===== src/rtl/seg7_mux_driver_if.sv =====
// Display-side bundle for seg7_mux_driver: binary count in, BCD digits, pin drives and busy flag out.
// The master is the counter/board side; the slave is the display driver.
interface seg7_mux_driver_if;
   logic [6:0] value;
   logic [6:0] seg_out;
   logic [1:0] anode;
   logic [3:0] digit_tens;
   logic [3:0] digit_ones;
   logic       conv_busy;

   modport master (
      output value,
      input  seg_out,
      input  anode,
      input  digit_tens,
      input  digit_ones,
      input  conv_busy
   );

   modport slave (
      input  value,
      output seg_out,
      output anode,
      output digit_tens,
      output digit_ones,
      output conv_busy
   );
endinterface


===== src/rtl/seg7_mux_driver.sv =====
// Binary-to-BCD (sequential double dabble) plus 2-digit multiplexed common-anode 7-segment driver.
// Optional macro LEADING_ZERO_BLANK_EN blanks a zero tens digit instead of showing "0".
module seg7_mux_driver #(
   parameter int REFRESH_DIV  = 50000,
   parameter int BLANK_CYCLES = 500
) (
   input  logic              clk,
   input  logic              rst_n,
   seg7_mux_driver_if.slave  bus
);

   localparam int CNT_W = (REFRESH_DIV > 1) ? $clog2(REFRESH_DIV) : 1;
   localparam logic [CNT_W-1:0] DIV_LAST = CNT_W'(REFRESH_DIV - 1);
   localparam logic [CNT_W-1:0] BLANK_C  = CNT_W'(BLANK_CYCLES);

   typedef enum logic [1:0] {
      ST_IDLE  = 2'd0,
      ST_SHIFT = 2'd1,
      ST_DONE  = 2'd2
   } state_t;

   state_t           state_q, state_d;
   logic [14:0]      sr_q, sr_d;
   logic [2:0]       step_q, step_d;
   logic [6:0]       last_q, last_d;
   logic             ovf_q, ovf_d;
   logic             busy_q, busy_d;
   logic [3:0]       tens_q, tens_d;
   logic [3:0]       ones_q, ones_d;
   logic [CNT_W-1:0] cnt_q, cnt_d;
   logic             sel_q, sel_d;
   logic [6:0]       seg_q, seg_d;
   logic [1:0]       anode_q, anode_d;
   logic [3:0]       disp_s;

   // Shift register layout is {tens[14:11], ones[10:7], binary[6:0]}.
   function automatic logic [14:0] dd_step(input logic [14:0] s);
      logic [3:0] t;
      logic [3:0] o;
      t = (s[14:11] >= 4'd5) ? (s[14:11] + 4'd3) : s[14:11];
      o = (s[10:7]  >= 4'd5) ? (s[10:7]  + 4'd3) : s[10:7];
      return {t[2:0], o, s[6:0], 1'b0};
   endfunction

   function automatic logic [6:0] decode(input logic [3:0] d);
      logic [6:0] r;
      case (d)
         4'h0:    r = 7'h40;
         4'h1:    r = 7'h79;
         4'h2:    r = 7'h24;
         4'h3:    r = 7'h30;
         4'h4:    r = 7'h19;
         4'h5:    r = 7'h12;
         4'h6:    r = 7'h02;
         4'h7:    r = 7'h78;
         4'h8:    r = 7'h00;
         4'h9:    r = 7'h10;
         4'hF:    r = 7'h3F;
         default: r = 7'h7F;
      endcase
      return r;
   endfunction

   // Converter FSM: capture on change, seven add-3/shift steps, then latch digits.
   always_comb begin
      state_d = state_q;
      sr_d    = sr_q;
      step_d  = step_q;
      last_d  = last_q;
      ovf_d   = ovf_q;
      busy_d  = busy_q;
      tens_d  = tens_q;
      ones_d  = ones_q;
      case (state_q)
         ST_IDLE: begin
            if (bus.value != last_q) begin
               sr_d    = {8'd0, bus.value};
               last_d  = bus.value;
               ovf_d   = (bus.value > 7'd99);
               step_d  = 3'd0;
               busy_d  = 1'b1;
               state_d = ST_SHIFT;
            end else begin
               busy_d  = 1'b0;
            end
         end
         ST_SHIFT: begin
            sr_d   = dd_step(sr_q);
            busy_d = 1'b1;
            if (step_q == 3'd6) begin
               step_d  = 3'd0;
               state_d = ST_DONE;
            end else begin
               step_d  = step_q + 3'd1;
            end
         end
         ST_DONE: begin
            busy_d  = 1'b1;
            state_d = ST_IDLE;
            if (ovf_q) begin
               tens_d = 4'hF;
               ones_d = 4'hF;
            end else begin
               tens_d = sr_q[14:11];
               ones_d = sr_q[10:7];
            end
         end
         default: begin
            state_d = ST_IDLE;
            busy_d  = 1'b0;
         end
      endcase
   end

   // Refresh divider, digit select and the registered pin drive values.
   always_comb begin
      cnt_d   = cnt_q + {{(CNT_W-1){1'b0}}, 1'b1};
      sel_d   = sel_q;
      anode_d = 2'b11;
      seg_d   = 7'h7F;
      disp_s  = sel_q ? tens_q : ones_q;
      if (cnt_q == DIV_LAST) begin
         cnt_d = {CNT_W{1'b0}};
         sel_d = ~sel_q;
      end else begin
         sel_d = sel_q;
      end
      if (cnt_q < BLANK_C) begin
         anode_d = 2'b11;
         seg_d   = 7'h7F;
`ifdef LEADING_ZERO_BLANK_EN
      end else if (sel_q && (tens_q == 4'h0)) begin
         anode_d = 2'b11;
         seg_d   = 7'h7F;
`endif
      end else begin
         anode_d = sel_q ? 2'b01 : 2'b10;
         seg_d   = decode(disp_s);
      end
   end

   // State and output registers; reset blanks the display immediately.
   always_ff @(posedge clk or negedge rst_n) begin
      if (!rst_n) begin
         state_q <= ST_IDLE;
         sr_q    <= 15'd0;
         step_q  <= 3'd0;
         last_q  <= 7'd0;
         ovf_q   <= 1'b0;
         busy_q  <= 1'b0;
         tens_q  <= 4'd0;
         ones_q  <= 4'd0;
         cnt_q   <= {CNT_W{1'b0}};
         sel_q   <= 1'b0;
         seg_q   <= 7'h7F;
         anode_q <= 2'b11;
      end else begin
         state_q <= state_d;
         sr_q    <= sr_d;
         step_q  <= step_d;
         last_q  <= last_d;
         ovf_q   <= ovf_d;
         busy_q  <= busy_d;
         tens_q  <= tens_d;
         ones_q  <= ones_d;
         cnt_q   <= cnt_d;
         sel_q   <= sel_d;
         seg_q   <= seg_d;
         anode_q <= anode_d;
      end
   end

   assign bus.seg_out    = seg_q;
   assign bus.anode      = anode_q;
   assign bus.digit_tens = tens_q;
   assign bus.digit_ones = ones_q;
   assign bus.conv_busy  = busy_q;

endmodule


===== src/flat_wrapper.sv =====
// flat-port wrapper written by rule: the top's interface ports become plain ports
module seg7_mux_driver_flat 
#(
   parameter int REFRESH_DIV  = 50000,
   parameter int BLANK_CYCLES = 500
)
  (clk, rst_n, bus_value, bus_seg_out, bus_anode, bus_digit_tens, bus_digit_ones, bus_conv_busy);
  seg7_mux_driver_if bus_i ();
  input  logic clk;
  input  logic rst_n;
  input wire logic [$bits(bus_i.value)-1:0] bus_value;
  output wire logic [$bits(bus_i.seg_out)-1:0] bus_seg_out;
  output wire logic [$bits(bus_i.anode)-1:0] bus_anode;
  output wire logic [$bits(bus_i.digit_tens)-1:0] bus_digit_tens;
  output wire logic [$bits(bus_i.digit_ones)-1:0] bus_digit_ones;
  output wire logic [$bits(bus_i.conv_busy)-1:0] bus_conv_busy;
  assign bus_i.value = bus_value;
  assign bus_seg_out = bus_i.seg_out;
  assign bus_anode = bus_i.anode;
  assign bus_digit_tens = bus_i.digit_tens;
  assign bus_digit_ones = bus_i.digit_ones;
  assign bus_conv_busy = bus_i.conv_busy;
  seg7_mux_driver #(.REFRESH_DIV(REFRESH_DIV), .BLANK_CYCLES(BLANK_CYCLES)) u_core (.clk(clk), .rst_n(rst_n), .bus(bus_i));
endmodule

===== config.mk =====
export PLATFORM = sky130hd
export DESIGN_NAME = seg7_mux_driver_flat
export DESIGN_NICKNAME = d
export VERILOG_FILES = /design/src/rtl/seg7_mux_driver_if.sv /design/src/rtl/seg7_mux_driver.sv /design/src/flat_wrapper.sv
export SDC_FILE = /design/constraint.sdc
export NUM_CORES = 1
export LEC_CHECK = 0
export ABC_AREA = 1
export CORE_MARGIN = 2
export CORE_UTILIZATION = 55
export DETAILED_ROUTE_END_ITERATION = 8
export PLACE_DENSITY = 0.86
export SLEW_MARGIN = 30
export SYNTH_ARGS = -nofsm -noshare
export SYNTH_HDL_FRONTEND = slang
export SYNTH_SLANG_ARGS = --single-unit
export TNS_END_PERCENT = 10

===== constraint.sdc =====
create_clock -name clk -period 4.8 [get_ports clk]
set_input_delay 1.44 -clock clk [delete_from_list [all_inputs] [get_ports clk]]
set_output_delay 1.44 -clock clk [all_outputs]
set_load 0.05 [all_outputs]

### Yosys cells after proc, flatten, opt, wreduce, memory -nomap -nowiden

Memories as Yosys holds them, arrays and structs flattened.
Cells that the tools add are included.

* flip-flop bits (word level): 63
* bits in read-only memories: 112
* input bits: 9
* output and inout bits: 18
* word-level logic and storage cells: 54
* memories: 1

Memory list
* (no name shown): depth 16, width 7, read ports 1, clocked after memory_dff 0, write ports 0, line seg7_mux_driver.sv:47 `case (d)`

* add/subtract/negate cells: 4
* $lt $le $gt $ge: 4
* equality and inequality tests: 7
* multiplexer cells: 19
* bitwise operators: 1
* reductions and logical operators: 6

Operators by type and width (number)
* $pmux W15 S2: 1
* $add A16 B1 Y16 const B: 1
* $eq A16 B16 Y1 const B: 1
* $lt A16 B9 Y1 const B: 1
* $mux W16: 1
* $mux W4: 4
* $mux W15: 1
* $mux W3: 3
* $ge A4 B3 Y1 const B: 2
* $mux W2: 4
* $gt A7 B7 Y1 const B: 1
* $mux W7: 1
* $ne A7 B7 Y1: 1
* $pmux W3 S2: 1
* $reduce_and A2 Y1: 3
* $add A4 B2 Y4 const B: 1
* $ne A2 B1 Y1 const B: 2
* $pmux W2 S2: 1
* $add A3 B1 Y3 const B: 1
* $add A3 B2 Y3 const B: 1
* $eq A3 B3 Y1 const B: 1
* $eq A2 B1 Y1 const B: 1
* $eq A2 B2 Y1 const B: 1
* $logic_not A2 Y1: 1
* 5 further kinds: 5

### Logic depth before layout (Yosys ltp)

Gate-level depths: netlist of the first run.

* depth in word-level cells: 3
* depth in mapped cells: 10

### Worst setup path after synthesis of the first run

OpenSTA, ideal clock, no wires.

* path kind: input-to-reg
* start point: input port bus_value[2]
* end point: register u_core.last_q[5]
* arrival: 2.199 ns
* slack: 2.527 ns
* stages: 8
* path buffers: 1
* cells stage by stage: xnor2_1 -> nand2_1 -> nor2_2 -> nand2_2 -> nand2_4 -> buf_12 -> nand2_1 -> o21ai_2

* cells in the longest elaborated chain, start to end: 2

RTL lines
* start, declared: line flat_wrapper.sv:11 `input wire logic [$bits(bus_i.value)-1:0] bus_value;`
* $ne A7 B7 Y1: line seg7_mux_driver.sv:76 `if (bus.value != last_q) begin`
* $reduce_and A2 Y1 (no source line)
* end signal, assigned: line seg7_mux_driver.sv:161 `last_q <= last_d;`
* end, declared: line seg7_mux_driver.sv:25 `logic [6:0] last_q, last_d;`

Every way passes these cells.
A chain may end at the register's enable or synchronous reset.

### Final worst setup path of the first run

* start point: register u_core.anode_q[1] (netlist: u_core.bus.anode[1])
* end point: output port bus_anode[1]

RTL lines
* start, declared: line seg7_mux_driver.sv:33 `logic [1:0] anode_q, anode_d;`
* start signal, assigned: line seg7_mux_driver.sv:169 `anode_q <= anode_d;`
* end, declared: line flat_wrapper.sv:13 `output wire logic [$bits(bus_i.anode)-1:0] bus_anode;`

No word-level cell between the ends.

==> key figures, run 1 <==
Timing
  • Fin crit period: 3100 ps
  • Worst-Margin Slew: ~800 ps
  • Relative slew slack: about 46%
  • Clock Skew: 6.73 ps
  • Fin. max-slew vios: 0
  • RSZ-0062 raised after global routing: no
  • Final period util: 64.6%
  • PnR worst setup slack: ~1700 ps
  • Endpoints failing hold: 0
  • Final setup fails: 0
  • FMAX: 323 MHz
  • Setup TNS: 0 ps

Floorplan
  • Row cnt: 28
  • Core footprint: between 0.005 and 0.006 mm²
  • Die area: roughly 0.007 mm²
  • IO Count: 27
  • Starting density of the core: 57.5%
  • Die width: 83.1 µm
  • Die Ht: 83.1 µm

Synthesis
  • Mapped Area: 0.00344 mm²
  • #FFs+latches synth: 63
  • Proportion of synthesized area in mux cells: 0%
  • YS warnings: 0
  • Synth Area in Compound Gates: 8.83%
  • Mapped Avg Cell Area: 8.02 µm²
  • Top cell type's share of synthesized area: approximately two fifths
  • Area leader, netlist: dfrtp_1
  • Net Count, Synth: 454
  • Synth top area cells: dfrtp_1 39%, nand2_1 12%, nand3_1 7.6%
  • Seq/Total Area, Yosys: 46.1%
  • EDFF count, synth: 0
  • Unique masters post-synth: 30
  • Synth Area in XOR/XNOR: approximately 3.3%
  • Syn Inst Count: 429
  • Asr flop ratio synth: 100%
  • Post-synthesis simple-gate area fraction: 27.2%
  • Combinational family with the most area after synthesis: simple AND/OR/NAND/NOR gates
  • Top_reg_cell synth: dfrtp_1
  • Synth Area in Adders: ~5.8%

Finish
  • Post-layout net count: 480
  • Area grow syn2layout: 13.4%
  • Share of layout cells above drive strength 1: 10.2%
  • ANT cells: 0
  • Finished Layout Cells: 534

Setup path
  • Delay-heaviest family, CP: buffers and inverters
  • Reg2reg setup slack: 2510 ps
  • Crit Reg-Reg Endpoint: u_core.sr_q[8]
  • R2R cell count: 6
  • Max incr delay on CP: just under 800 ps
  • Setup crit end kind: output port
  • Setup Crit Path Kind: reg2out
  • Reg2reg start: u_core.state_q[1]
  • Worst Setup Start Kind: flip-flop
  • Worst endpoint required time: 3360 ps
  • Critical Path AT: 1660 ps
  • Crit Path Max Fanout: 1
  • CP Buf/Inv Count: 1
  • Slowest library cell on the worst path: clkdlybuf4s50_1
  • Cell-by-cell trace of the critical path: clkdlybuf4s50_1

Flow run
  • Max capacitance violation total: 0

Place
  • Placed Cells: slightly above 500
  • Buffers on Ports: 26
  • Pre-CTS setup slack: ~1500 ps
  • RePlAce Congestion: 0.824
  • Detailed placement HPWL: 4470 µm

Route
  • Drt total wl: 6660 µm
  • DR pass1 iterations: 4
  • Vias: 2802
  • Antenna viol nets, final: 0
  • Vias/cell: 5.25
  • Remaining DRCs: 0
  • Starting DRC count in detailed routing: 167
  • Wire per inst: 12.5 µm

Clock tree
  • Clock-pin slew on the worst setup and hold paths: 70 ps
  • Post_cts resized: 0
  • Clock Sinks: 63
  • H-tree levels: 3
  • Root Buffer: clkbuf_8
  • Clk Latency, worst-skew pair: 340 ps
  • Postcts setup bufs: 0
  • Clock Tree Buf Depth: 2
  • CTS Hold Bufs: 0
  • CTS tree: yes
  • CTS Buf Count: 9

Min path
  • HP Start: u_core.cnt_q[0]
  • Hold Path Depth: 1
  • Min-Delay Path Class: reg2reg
  • Hold EP: u_core.cnt_q[0]

GRT
  • Met1 usage: a little under a quarter
  • Met3 Use GR: about 5.2%
  • Most Crowded Layer GR: met2
  • Vias in the first global route: 2713
  • Global-route wire length before repair: around 12000 µm
  • Grt ovf: 0
  • Total track usage: just over 20%
  • Met2 usage: 35.8%
  • Antenna violations before repair: 0
  • Largest net degree at the start of global routing: 38

Pwr
  • Leak pwr: between 1.5 and 2 nW
  • Peak supply drop: 0.452 mV
  • Power Density: 539 mW/mm²

Status
  • Status: completed
==> cell usage in the layout, fill, tap and decap left out, drive strengths merged <==
cell / n
nand2: 111
inv: 55
dfrtp: 54
nand3: 53
nor2: 43
o21ai: 36
clkdlybuf4s50: 25
ha: 16
a21oi: 13
clkbuf: 12
xor2: 10
dfstp: 9
nor3: 7
nand4: 3
xnor2: 3
buf: 2
or2: 1
o211ai: 1
o21a: 1
a31oi: 1
bufinv: 1
clkinvlp: 1
clkinv: 1
==> metrics by stage <==
stage          total power, mW  cell area (µm²)  hold slack, ps  util [%]
2_1_floorplan             1.47             3440             431         -
3_3_place_gp              1.60             3700             447      61.8
3_5_place_dp              1.63             3700             452      61.8
4_1_cts                   2.11             3900             461      65.1
5_1_grt                   2.26             3900             484      65.1
6_report                  2.10             3900             457      65.1
==> final cells by class <==
| cell class | count | area (µm²) |
|---|---|---|
| Fill cell | 484 | 2090 |
| Sequential cell | 63 | 1590 |
| Multi-Input combinational cell | 299 | 1550 |
| Timing Repair Buffer | 27 | 263 |
| Inverter | 55 | 206 |
| Clock buffer | 12 | 155 |
| Tap cell | 75 | 93.8 |
| Clock inverter | 3 | 42.5 |
==> synth_stat cells, types with 2 or more instances <==
| master | n |
|---|---|
| nand3_1 | 52 |
| dfstp_2 | 9 |
| buf_8 | 2 |
| xnor2_1 | 3 |
| dfrtp_1 | 54 |
| o21ai_1 | 3 |
| nor2_1 | 38 |
| clkbuf_1 | 3 |
| ha_1 | 16 |
| inv_1 | 51 |
| nand4_1 | 3 |
| inv_2 | 4 |
| nor2_2 | 5 |
| xor2_1 | 10 |
| nand2_2 | 3 |
| nor3_1 | 7 |
| nand2_1 | 107 |
| a21oi_1 | 13 |
| buf_2 | 5 |
| o21ai_0 | 25 |
| o21ai_2 | 7 |
==> logic make-up after synthesis <==
family / Yosys count
AOI/OAI and AO/OA: 52
xor gates and xnor gates: 13
adders and majority gates: 16
buffers and inverters: 67
DFF: 63
and+or+nand+nor: 218
==> flip-flops by register name, indices dropped and copies added (netlist names) <==
register	count
u_core.cnt_q	16
u_core.sr_q	15
u_core.bus.seg_out	7
u_core.last_q	7
u_core.bus.digit_ones	4
u_core.bus.digit_tens	4
u_core.step_q	3
u_core.bus.anode	2
u_core.state_q	2
u_core.bus.conv_busy	1
u_core.ovf_q	1
u_core.sel_q	1
==> power breakdown <==
group	switching (mW)	internal (mW)	total [mW]
clock	0.207	0.265	0.472
combinational	0.582	0.285	0.867
sequential	0.105	0.659	0.763
total	0.893	1.21	2.10
==> layer usage <==
layer / vias up / part of all wire, %
li1: 1418 / -
met3: 17 / 4.3
met2: 78 / 50
met4: 0 / 2.2
met1: 1289 / 44
met5: - / 0
==> how the worst max path moves through the flow <==
stage,start,end,slack [ps],depth (start not counted)
floorplan,bus_value[2],u_core.last_q[5],2530,8
global placement,bus_value[2],u_core.state_q[1],1560,8
detailed placement,bus_value[1],u_core.state_q[1],1480,10
CTS,u_core.bus.anode[1],bus_anode[1],1690,1
global route,bus_value[0],u_core.state_q[0],1620,8
finish,u_core.bus.anode[1],bus_anode[1],1700,1
Note: power is estimated with default switching activity, not from simulation.
==> run 2, diff against run 1 <==
Clock period 4.8 ns to 2.93 ns, I/O delays scaled along.
==> run 2 against run 1 <==
Critical path depth unchanged. Largest cell class unchanged. Sequential power increased by 65%. Design area increased by 1.1%. Clock skew decreased by 0.71 ps. Register-to-register slack got worse by 1600 ps. Highest routed layer unchanged. Largest power group unchanged. First-iteration DRC count decreased by 10%.
==> key figures, run 2 (same netlist as run 1, synthesis figures left out) <==
Clock tree
  • Post_cts resized: 0
  • CTS tree: yes
  • H-tree levels: 3
  • Clock Tree Buf Depth: 2
  • Clock Sinks: 63
  • Root Buffer: clkbuf_8
  • CTS Hold Bufs: 0
  • Clk Latency, worst-skew pair: 330 ps
  • Clock-pin slew on the worst setup and hold paths: 70 ps
  • Postcts setup bufs: 0
  • CTS Buf Count: 9

Place
  • Buffers on Ports: 26
  • Detailed placement HPWL: 4810 µm
  • RePlAce Congestion: 0.891

Route
  • Antenna viol nets, final: 0
  • Vias/cell: 5.22
  • DR pass1 iterations: 4
  • Starting DRC count in detailed routing: 150
  • Wire per inst: 12.5 µm
  • Remaining DRCs: 0
  • Vias: 2803
  • Drt total wl: 6730 µm

Floorplan
  • Die area: 0.00691 mm²
  • IO Count: 27
  • Die width: 83.1 µm
  • Core footprint: ~0.006 mm²
  • Row cnt: 28
  • Die Ht: just over 80 µm
  • Starting density of the core: a little under three fifths

Timing
  • Endpoints failing hold: 0
  • Final setup fails: 0
  • Hold slack final: 466 ps
  • Worst-Margin Slew: between 500 and 600 ps
  • Fin. max-slew vios: 0
  • Fin crit period: 2530 ps
  • Clock Skew: 6.02 ps
  • RSZ-0062 raised after global routing: no
  • FMAX: 395 MHz
  • Final period util: 86.3%
  • Setup TNS: 0 ps
  • Relative slew slack: 64.5%

Setup path
  • CP Buf/Inv Count: 1
  • Critical Path AT: 1650 ps
  • R2R cell count: 6
  • Setup crit end kind: output port
  • Delay-heaviest family, CP: buffers and inverters
  • Slowest library cell on the worst path: clkdlybuf4s50_1
  • Worst Setup Start Kind: flip-flop
  • Max incr delay on CP: 790 ps
  • Cell-by-cell trace of the critical path: clkdlybuf4s50_1
  • Reg2reg setup slack: 950 ps
  • Crit Path Max Fanout: 1
  • Worst path depth: 1
  • Worst endpoint required time: 2050 ps
  • Setup Crit Path Kind: reg2out

Flow run
  • Max capacitance violation total: 0

GRT
  • Antenna violations before repair: 0
  • Grt ovf: 0
  • Total track usage: 20.8%
  • Vias in the first global route: 2753
  • Largest net degree at the start of global routing: 42
  • Global-route wire length before repair: approximately 12000 µm

Pwr
  • Total power draw: 3.51 mW
  • Peak supply drop: 0.660 mV
  • Power Density: 889 mW/mm²
  • Leak pwr: 1.94 nW

Finish
  • ANT cells: 0
  • Top reg by flops: u_core.cnt_q
  • Max FFs per register: 16
  • Post-layout net count: 482
  • Share of layout cells above drive strength 1: 11.0%
  • Most frequent cells in the layout: 107 x nand2_1, 54 x dfrtp_1, 52 x nand3_1, 51 x inv_1, 38 x nor2_1
  • Area grow syn2layout: 14.6%
  • Most common cell after layout, fill and taps aside: nand2_1
  • Largest regs: u_core.cnt_q x16, u_core.sr_q x15

Min path
  • Min-Delay Path Class: reg2reg
  • Hold Path Depth: 1

Status
  • Status: completed
==> run 2: final timing paths <==
kind | start | end
min in group asynchronous | rst_n | u_core.sr_q[11]
max | u_core.bus.anode[0] | bus_anode[0]
min reg2reg | u_core.cnt_q[0] | u_core.cnt_q[0]
max in group asynchronous | rst_n | u_core.bus.seg_out[6]
max reg2reg | u_core.state_q[1] | u_core.sr_q[12]
min | u_core.cnt_q[0] | u_core.cnt_q[0]
==> run 2: where the power goes <==
part	total, mW	leakage (nW)	switching (mW)	internal [mW]
Combinational	1.43	1.04	0.957	0.477
Sequential	1.26	0.788	0.179	1.08
Clock	0.813	0.109	0.340	0.473
==> run 2: final cells by class <==
cell class	count	area (µm²)
Timing Repair Buffer	29	290
Clock inverter	7	87.6
Fill cell	477	2050
Clock buffer	9	124
Sequential cell	63	1590
Multi-Input combinational cell	299	1550
Inverter	55	206
Tap cell	75	93.8
==> run 2: per-layer routing <==
| layer | vias up | GRT usage [%] | wire (µm) |
|---|---|---|---|
| met1 | 1300 | 25.0 | 2930 |
| met5 | - | 0 | 0 |
| li1 | 1418 | - | - |
| met2 | 76 | 36.4 | 3460 |
| met3 | 9 | 4.27 | 255 |
| met4 | 0 | 8.49 | 86 |
==> run 2: per-stage QoR <==
stage | setup WS (ps) | utilization (%) | cells | cell area, µm²
after floorplan | 1220 | - | 429 | 3440
after global placement | 439 | 62.3 | 521 | 3730
after detailed placement | 368 | 62.3 | 521 | 3730
after CTS | 380 | 65.8 | 537 | 3940
after global routing | 358 | 65.8 | 537 | 3940
final | 401 | 65.8 | 537 | 3940
==> run 3, diff against run 2 <==
Settings changed: DONT_BUFFER_PORTS from default to 1, PLACE_DENSITY 0.86 to 0.8.
==> run 3 against run 2 <==
Sequential share of layout area increased by 3.3 points. Clock power decreased by 8.0%. Wire length down 7.0%. Non-clock buffer count decreased by 28. Power fell by 6.4%. Via count shrank 4.1%. Cell count fell by 5.2%. Critical path type is now reg2reg. Critical endpoint is now u_core.state_q[1]. Largest power group is now sequential cells.
==> key figures, run 3 (same netlist as run 1, synthesis figures left out) <==
Setup path
  • Setup Crit Path Kind: reg2reg
  • Slowest library cell on the worst path: nand3_1
  • Worst Setup Start Kind: flip-flop
  • Most used cell, CP: nand2_1
  • Setup crit end kind: flip-flop
  • Cell-by-cell trace of the critical path: inv_1 > ha_1 > nand3_1 > nand2_1 > nand2_1 > nand2_1
  • Crit Path Max Fanout: 20
  • Worst endpoint required time: 3200 ps
  • Max incr delay on CP: 600 ps
  • Critical Path AT: 2200 ps
  • R2R cell count: 6

Timing
  • Setup TNS: 0 ps
  • Worst-Margin Slew: 722 ps
  • Relative slew slack: 51.8%
  • Final period util: 66.0%
  • Endpoints failing hold: 0
  • Final setup fails: 0
  • RSZ-0062 raised after global routing: no
  • FMAX: 517 MHz
  • Clock Skew: roughly 4.4 ps
  • Fin crit period: 1930 ps
  • Fin. max-slew vios: 0

GRT
  • Total track usage: 19.4%
  • Most Crowded Layer GR: met2
  • Met3 Use GR: 6.06%
  • Antenna violations before repair: 0
  • Grt ovf: 0
  • Met1 usage: 24.2%
  • Largest net degree at the start of global routing: 64
  • Vias in the first global route: approximately 2500
  • Global-route wire length before repair: between 10000 and 15000 µm
  • Met2 usage: 32.6%

Clock tree
  • Clock-pin slew on the worst setup and hold paths: 70 ps
  • H-tree levels: 3
  • Root Buffer: clkbuf_8
  • CTS Hold Bufs: 0
  • Clock Sinks: 63
  • Clk Latency, worst-skew pair: around 330 ps
  • Post_cts resized: 0
  • Postcts setup bufs: 0
  • CTS tree: yes
  • Clock Tree Buf Depth: 2
  • CTS Buf Count: 9

Finish
  • Most common cell after layout, fill and taps aside: nand2_1
  • ANT cells: 0
  • Share of layout cells above drive strength 1: 11.1%
  • Most frequent cells in the layout: 107 x nand2_1, 54 x dfrtp_1, 52 x nand3_1, 51 x inv_1, 38 x nor2_1
  • Design area: 0.00365 mm²
  • Max FFs per register: 16
  • Finished Layout Cells: 509
  • Core Util, Final: 60.9%
  • Post-layout net count: 454
  • Top reg by flops: u_core.cnt_q
  • Largest regs: u_core.cnt_q x16, u_core.sr_q x15
  • Area grow syn2layout: 5.96%

Place
  • Detailed placement HPWL: 4400 µm
  • Placed Cells: just under 500
  • Placed inst area: 0.00345 mm²
  • RePlAce Congestion: around 0.86
  • Buffers on Ports: 0

Route
  • Vias: 2688
  • Antenna viol nets, final: 0
  • Remaining DRCs: 0
  • DR pass1 iterations: 4
  • Starting DRC count in detailed routing: 210
  • Vias/cell: 5.28
  • Drt total wl: 6260 µm
  • Wire per inst: between 10 and 15 µm

Floorplan
  • Die area: just under 0.007 mm²
  • Row cnt: 28
  • Core footprint: between 0.005 and 0.006 mm²
  • Die width: between 80 and 90 µm
  • IO Count: 27
  • Die Ht: 83.1 µm
  • Starting density of the core: 57.5%

Status
  • Status: completed

Pwr
  • Peak supply drop: 0.784 mV
  • Leak pwr: around 1.8 nW
  • Total power draw: 3.28 mW
  • Power Density: 900 mW/mm²

Flow run
  • Max capacitance violation total: 0

Min path
  • Min-Delay Path Class: in2async
## run 3: metrics by stage
stage,hold slack [ps],setup WS (ps)
6_report,237,995
3_3_place_gp,447,715
2_1_floorplan,431,1220
3_5_place_dp,456,670
4_1_cts,215,1000
5_1_grt,206,812
## run 3: final timing paths
kind | startpoint | end | slack [ps]
setup / recovery | u_core.state_q[0] | u_core.state_q[1] | 1000
hold / removal | rst_n | u_core.bus.digit_ones[1] | 240
setup reg to reg | u_core.state_q[0] | u_core.state_q[1] | 1000
hold reg to reg | u_core.cnt_q[0] | u_core.cnt_q[0] | 470
max in group asynchronous | rst_n | u_core.bus.anode[0] | 2520
min in group clk | u_core.cnt_q[0] | u_core.cnt_q[0] | 470
## run 3: metal layers
layer  routed length [µm]  up-vias
met3                  310        7
met5                    0        -
met4                   57        0
met2                 3100       65
met1                 2800     1257
li1                     -     1359
## run 3: power by group
group          total, mW  switching, mW  internal (mW)  leakage [nW]
sequential          1.45          0.379           1.08         0.788
combinational       1.08          0.706          0.373         0.925
clock              0.748          0.337          0.411        0.0981
total               3.28           1.42           1.86          1.81
## run 3: worst max-delay path, delay by kind of cell (launching register included)
family | cells | cell delay, ps
adder cells (fa/ha/maj) | 1 | 340
buffers and inverters | 1 | 120
flip-flops | 1 | 430
AND/OR/NAND/NOR | 4 | 980
## run 3: cell type report
class / count / area (µm²)
clock buffers: 10 / 138
repair buffers: 1 / 7.51
flip-flops and latches: 63 / 1590
well taps: 75 / 93.8
inverters: 55 / 206
clock inverters: 6 / 60.1
fillers: 506 / 2340
multi-input cells: 299 / 1550
